## config.mk

```make
export PLATFORM = sky130hd
export DESIGN_NAME = pipeline_stall_controller
export DESIGN_NICKNAME = d
export VERILOG_FILES = /design/src/rtl/pipeline_stall_controller.sv
export SDC_FILE = /design/constraint.sdc
export NUM_CORES = 1
export LEC_CHECK = 0
export ABC_AREA = 1
export CELL_PAD_IN_SITES_DETAIL_PLACEMENT = 1
export CELL_PAD_IN_SITES_GLOBAL_PLACEMENT = 1
export CORE_ASPECT_RATIO = 0.75
export CORE_MARGIN = 4
export CORE_UTILIZATION = 25
export CTS_CLUSTER_SIZE = 25
export DETAILED_ROUTE_END_ITERATION = 10
export GPL_TIMING_DRIVEN = 0
export PLACE_DENSITY = 0.62
export SLEW_MARGIN = 20
export SYNTH_ARGS = -nofsm -noshare
export SYNTH_HDL_FRONTEND = slang
export SYNTH_SLANG_ARGS = --single-unit
```

## constraint.sdc

```tcl
create_clock -name clk -period 4.2 [get_ports clk]
set_clock_uncertainty 0.05 [all_clocks]
set_input_delay 1.05 -clock clk [delete_from_list [all_inputs] [get_ports clk]]
set_output_delay 1.05 -clock clk [all_outputs]
set_load 0.01 [all_outputs]
```

## src/rtl/pipeline_stall_controller.sv

```systemverilog
// Pipeline stall controller.
// Turns the ID hazard request, the EXE taken branch and the MEM ready signal
// into freeze, bubble and flush controls. The fixed priority is
// memory > branch > hazard. It also tracks the pipeline condition in a
// registered state, keeps saturating performance counters and runs a sticky
// watchdog on long PC freezes.
//
// Ports:
//   clk, rst (async, active-low)
//   hazard_detect, branch_taken       - stall / redirect requests
//   mem_r_en, mem_w_en, mem_ready     - MEM-stage access and completion
//   perf_clr                          - sync clear of counters and deadlock
//   freeze_pc, freeze_if_id           - hold PC and IF/ID
//   bubble_id_exe                     - NOP into ID/EXE
//   freeze_all                        - hold ID/EXE, EXE/MEM, MEM/WB
//   flush_if_id, flush_id_exe         - squash the wrong-path instructions
//   state                             - RUN=0, HAZARD=1, MEM_WAIT=2, FLUSH=3
//   stall_cnt, miss_cnt, flush_cnt    - saturating event counters
//   deadlock                          - sticky watchdog flag
module pipeline_stall_controller #(
    parameter int unsigned CNT_W      = 16,
    parameter int unsigned WDOG_LIMIT = 1024
) (
    input  logic             clk,
    input  logic             rst,
    input  logic             hazard_detect,
    input  logic             branch_taken,
    input  logic             mem_r_en,
    input  logic             mem_w_en,
    input  logic             mem_ready,
    input  logic             perf_clr,
    output logic             freeze_pc,
    output logic             freeze_if_id,
    output logic             bubble_id_exe,
    output logic             freeze_all,
    output logic             flush_if_id,
    output logic             flush_id_exe,
    output logic [1:0]       state,
    output logic [CNT_W-1:0] stall_cnt,
    output logic [CNT_W-1:0] miss_cnt,
    output logic [CNT_W-1:0] flush_cnt,
    output logic             deadlock
);

    typedef enum logic [1:0] {
        StRun     = 2'd0,
        StHazard  = 2'd1,
        StMemWait = 2'd2,
        StFlush   = 2'd3
    } state_e;

    localparam logic [CNT_W-1:0] WdogMax  = CNT_W'(WDOG_LIMIT);
    localparam logic [CNT_W-1:0] WdogTrip = CNT_W'(WDOG_LIMIT - 1);
    localparam logic [CNT_W-1:0] CntMax   = {CNT_W{1'b1}};

    state_e           state_q, state_d;
    logic [CNT_W-1:0] stall_cnt_q, stall_cnt_d;
    logic [CNT_W-1:0] miss_cnt_q, miss_cnt_d;
    logic [CNT_W-1:0] flush_cnt_q, flush_cnt_d;
    logic [CNT_W-1:0] run_len_q, run_len_d;
    logic             deadlock_q, deadlock_d;

    logic mem_busy, flush, hz, pc_hold;

    // A busy memory freezes EXE, so a pending branch holds until it is
    // released. A taken branch squashes the stalled ID instruction, so the
    // hazard is dropped.
    assign mem_busy = (mem_r_en | mem_w_en) & ~mem_ready;
    assign flush    = branch_taken & ~mem_busy;
    assign hz       = hazard_detect & ~mem_busy & ~branch_taken;
    assign pc_hold  = mem_busy | hz;

    function automatic logic [CNT_W-1:0] sat_inc(input logic [CNT_W-1:0] v, input logic en);
        return (en && v != CntMax) ? v + 1'b1 : v;
    endfunction

    // State register
    always_ff @(posedge clk or negedge rst) begin
        if (!rst) begin
            state_q <= StRun;
        end else begin
            state_q <= state_d;
        end
    end

    // Next-state logic
    always_comb begin
        state_d = StRun;
        if (mem_busy) begin
            state_d = StMemWait;
        end else if (flush) begin
            state_d = StFlush;
        end else if (hz) begin
            state_d = StHazard;
        end
    end

    // Control outputs are forced low while reset is held.
    always_comb begin
        freeze_all    = 1'b0;
        freeze_pc     = 1'b0;
        freeze_if_id  = 1'b0;
        bubble_id_exe = 1'b0;
        flush_if_id   = 1'b0;
        flush_id_exe  = 1'b0;
        if (rst) begin
            freeze_all    = mem_busy;
            freeze_pc     = pc_hold;
            freeze_if_id  = pc_hold;
            bubble_id_exe = hz;
            flush_if_id   = flush;
            flush_id_exe  = flush;
        end
    end

    // Counters and watchdog next state
    always_comb begin
        stall_cnt_d = sat_inc(stall_cnt_q, hz);
        miss_cnt_d  = sat_inc(miss_cnt_q, mem_busy);
        flush_cnt_d = sat_inc(flush_cnt_q, flush);
        deadlock_d  = deadlock_q;
        run_len_d   = '0;

        if (pc_hold) begin
            run_len_d = (run_len_q < WdogMax) ? run_len_q + 1'b1 : run_len_q;
            if (run_len_q == WdogTrip) begin
                deadlock_d = 1'b1;
            end
        end

        // The clear wins over same-cycle increments. run_len is left alone.
        if (perf_clr) begin
            stall_cnt_d = '0;
            miss_cnt_d  = '0;
            flush_cnt_d = '0;
            deadlock_d  = 1'b0;
        end
    end

    always_ff @(posedge clk or negedge rst) begin
        if (!rst) begin
            stall_cnt_q <= '0;
            miss_cnt_q  <= '0;
            flush_cnt_q <= '0;
            run_len_q   <= '0;
            deadlock_q  <= 1'b0;
        end else begin
            stall_cnt_q <= stall_cnt_d;
            miss_cnt_q  <= miss_cnt_d;
            flush_cnt_q <= flush_cnt_d;
            run_len_q   <= run_len_d;
            deadlock_q  <= deadlock_d;
        end
    end

    assign state     = state_q;
    assign stall_cnt = stall_cnt_q;
    assign miss_cnt  = miss_cnt_q;
    assign flush_cnt = flush_cnt_q;
    assign deadlock  = deadlock_q;

endmodule

```

# After elaboration in Yosys (flattened, before gate mapping)
# Cells that the tools add are included.
[op_classes] add_sub_neg=4 n_mul=0 div=0 n_lt_le_gt_ge=1 n_eq_ne=5 n_shift=0 muxes=18 bitwise_logic=9 reduce_logical=9
[op_table] op="$mux 16" n=8
[op_table] op="$add 16x1->16 const B" n=4
[op_table] op="$ne 16x16->1 const B" n=3
[op_table] op="$eq 16x10->1 const B" n=1
[op_table] op="$lt 16x11->1 const B" n=1
[op_table] op="$reduce_bool 2->1" n=5
[op_table] op="$mux 1" n=8
[op_table] op="$and 1x1->1" n=4
[op_table] op="$mux 2" n=2
[op_table] op="$logic_and 1x1->1" n=3
[op_table] op="$not 1->1" n=3
[op_table] op="$ne 2x1->1 const B" n=1
[op_table] op="$or 1x1->1" n=2
[op_table] op="$reduce_and 2->1" n=1
[totals] ff_bits=67 latchBits=0 ram_bits=0 mem_bits_ro=0 inputBits=8 out_inout_bits=57 word_cells=52 n_memories=0

# Depth between registers and ports, before layout
[logic_depth] ltp_word=8 mapped_depth=10 mapped_depth_nobuf=10

# Worst setup path after synthesis
# Ideal clock, no wire load.
[synth_path] path_type="in2out" startpoint="in mem_w_en" endpoint="out freeze_pc" arrival_ns=2.042 required_ns=3.100 setup_slack_ns=1.058 path_stages=7 n_path_buf=2 cell_sequence="o21bai_1 nand3_1 nand2_1 buf_2 nand2_1 inv_1 buf_4"
[synth_between] elab_chain_len=7
[synth_lines] element="start, declared" line_no="29" rtl="input logic mem_w_en,"
[synth_lines] element="$or 1x1->1 *" line_no="68" rtl="assign mem_busy = (mem_r_en | mem_w_en) & ~mem_ready;"
[synth_lines] element="$and 1x1->1 *" line_no="68"
[synth_lines] element="$not 1->1" line_no="70" rtl="assign hz = hazard_detect & ~mem_busy & ~branch_taken;"
[synth_lines] element="$and 1x1->1 (2 in series)" line_no="70"
[synth_lines] element="$or 1x1->1 *" line_no="71" rtl="assign pc_hold = mem_busy | hz;"
[synth_lines] element="$mux 1 *"
[synth_lines] element="end, declared" line_no="32" rtl="output logic freeze_pc,"
# Every way passes the cells marked *; elsewhere a longest branch is shown, timed or not.

# Final worst setup path
[layout_path] startpoint="in mem_w_en" endpoint="out flush_if_id"
[layout_between] elab_chain_len=5
[layout_lines] element="$or 1x1->1" line_no="68"
[layout_lines] element="$and 1x1->1" line_no="68"
[layout_lines] element="$not 1->1" line_no="69" rtl="assign flush = branch_taken & ~mem_busy;"
[layout_lines] element="$and 1x1->1" line_no="69"
[layout_lines] element="$mux 1" line_no="106" rtl="if (rst) begin"
[layout_lines] element="end, declared" line_no="36" rtl="output logic flush_if_id,"
# No other way between the ends.

==> impl_metrics.yaml <==
sta:
  drv_slew: 0
  maxSlewHeadroom: 0.554
  setup_viol: 0
  finalHoldViolCount: 0
  post-route-min-period_ns: 4.05
  fin_tns_setup_ns: 0
  fin_crit_sh: 0.965
  worst_slew_pin_slew_ns: 0.669
  fmax_mhz: 247
  rsz0062_at_grt: "false"
synthesis:
  synth.yosys.seq_area_share: 0.416
  syn_area_um2: 4030
  synth-xor-area-share: 0.0391
  synth_top_family_by_area: "simple AND/OR/NAND/NOR gates"
  synth_compound_area_frac: 0.0323
  yosys_warnings: 0
  synth_cell_types: 24
  synth_nets: 592
  ys_ff_latch: 67
  synth_cells: 580
  synth_mux_area_frac: 0
  synth-simple-area-share: 0.420
  avgSynthCellArea_um2: 6.95
  synth_fa_ha_area_frac: 0.0124
floorplan:
  design.core.area_um2: 15500
  ios: 65
  rows: 39
  die_area_um2: 18200
  initial_core_util: 0.260
  die_y_um: 118
  die_w_um: 155
job:
  drv_cap: 0
power_and_ir_drop:
  ir_drop_mv: 0.178
  p_per_area_nw_per_um2: 293
  p_leak_nw: 2.49
  finalPower_mw: 1.53
placed_design:
  place_congestion: 0.786
  port_buffers: 63
  hpwlAfterDp_um: 9360
worst_setup_path:
  path_class: "in2out"
  required_ns: 3.10
  endpoint_kind: "output pin"
  start_kind: "primary input"
  cp_max_fo: 10
  arrival_ns: 2.95
final_layout:
  final_common_cell: "nand2_1"
  nets: 666
  layout_common_cells: "234 x nand2_1, 67 x nor2_1, 67 x dfrtp_1"
  diodes: 0
  synthToLayoutAreaGrowth_pct: 30.1
  drive_gt1_frac: 0.0715
  final_core_util: 0.338
routing:
  detail_route.wl_per_cell_um: 14.3
  routed_wl_um: 12300
  firstDrtPassIters: 4
  ant_nets: 0
  drc_errors: 0
  drtIter0Drc: 126
  vias_per_cell: 4.48
  num_vias: 3865
global_route:
  grt_pass1_vias: 3970
  track_usage: 0.139
  antenna_found_initial: 0
  grt_max_degree: 41
  gr-total-overflow: 0
  grt_pass1_wl_um: 20600
cts:
  cts_setup_buffers: 0
  root_buffer: "clkbuf_16"
  htreeDepth: 3
  cts.sinks: 67
  clk_path_buf_depth: 2
  cts_resized: 4
  cts_buffers: 9
  hold_buffers: 0
  clock_latency_ns: 0.34
  tritoncts: "done"
  clk_pin_slew_ns: 0.05
worst_hold_path:
  holdCritPathClass: "reg2reg"
status:
  status: "complete, no violations"
final cells by class:
type / instances / area [um^2]
fill: 1940 / 10300
multi-input combinational: 437 / 2050
sequential: 67 / 1680
timing repair buffer: 64 / 656
tap: 205 / 256
inverter: 66 / 248
clock buffer: 11 / 243
buffer: 9 / 68.8
clock inverter: 3 / 40.0
registers in the layout, indices dropped and copies added, names as in the netlist:
signal / cells
miss_cnt: 16
stall_cnt: 16
deadlock: 1
state: 2
run_len_q: 16
flush_cnt: 16
metrics by stage:
stage          setup WS, ns  std cells  hold slack [ns]  cell area, um^2
2_1_floorplan          1.06        580            0.387             4030
3_3_place_gp          -2.18        848            0.400             4920
4_1_cts              0.0844        862            0.423             5240
5_1_grt              0.0150        862            0.438             5240
6_report              0.147        862            0.416             5240
3_5_place_dp         -0.372        849            0.407             4940
per-layer routing:
layer,part of all wire,global-route usage,wire [um],vias up
met1,0.50,0.195,6230,1859
met5,0,0,0,-
met3,0.036,0.0379,442,9
met2,0.45,0.216,5570,48
li1,-,-,-,1949
met4,0.0086,0.0281,106,0
logic make-up after synthesis:
group / count (synthesis)
AO/OA/AOI/OAI: 24
XOR/XNOR: 18
adder cells (fa/ha/maj): 4
buffers and inverters: 76
flip-flops: 67
AND/OR/NAND/NOR: 391
cell usage after synthesis (all sizes together):
library cell / number / area (um^2)
a21oi: 8 / 40.0
buf: 8 / 66.3
clkbuf: 2 / 7.51
dfrtp: 67 / 1680
ha: 4 / 50.1
inv: 66 / 248
nand2: 240 / 913
nand3: 38 / 190
nand3b: 3 / 22.5
nand4: 23 / 144
nor2: 81 / 388
nor3: 5 / 30.0
o21ai: 12 / 60.1
o21bai: 4 / 30.0
or2: 1 / 6.26
xnor2: 7 / 61.3
xor2: 11 / 96.3
power breakdown:
| group | internal (mW) | switching (mW) |
|---|---|---|
| Combinational | 0.0427 | 0.0742 |
| Clock | 0.467 | 0.286 |
| Sequential | 0.654 | 0.00931 |
worst paths after layout:
kind | end | slack (ns) | cells after the start | start
max | flush_if_id | 0.15 | 7 | mem_w_en
min | run_len_q[11] | 0.42 | 2 | run_len_q[11]
max reg2reg | stall_cnt[3] | 2.28 | 10 | stall_cnt[0]
min reg2reg | run_len_q[11] | 0.42 | 2 | run_len_q[11]
max in group asynchronous | flush_cnt[13] | 2.92 | 2 | rst
min in group asynchronous | stall_cnt[2] | 0.61 | 1 | rst
critical path, cell delays in order:
cell	delay [ns]
clkdlybuf4s50_1	0.48
o21bai_2	0.22
buf_4	0.24
nand2_2	0.16
nor2_1	0.16
buf_4	0.12
clkdlybuf4s50_1	0.52
(Power assumes the default switching activity.)
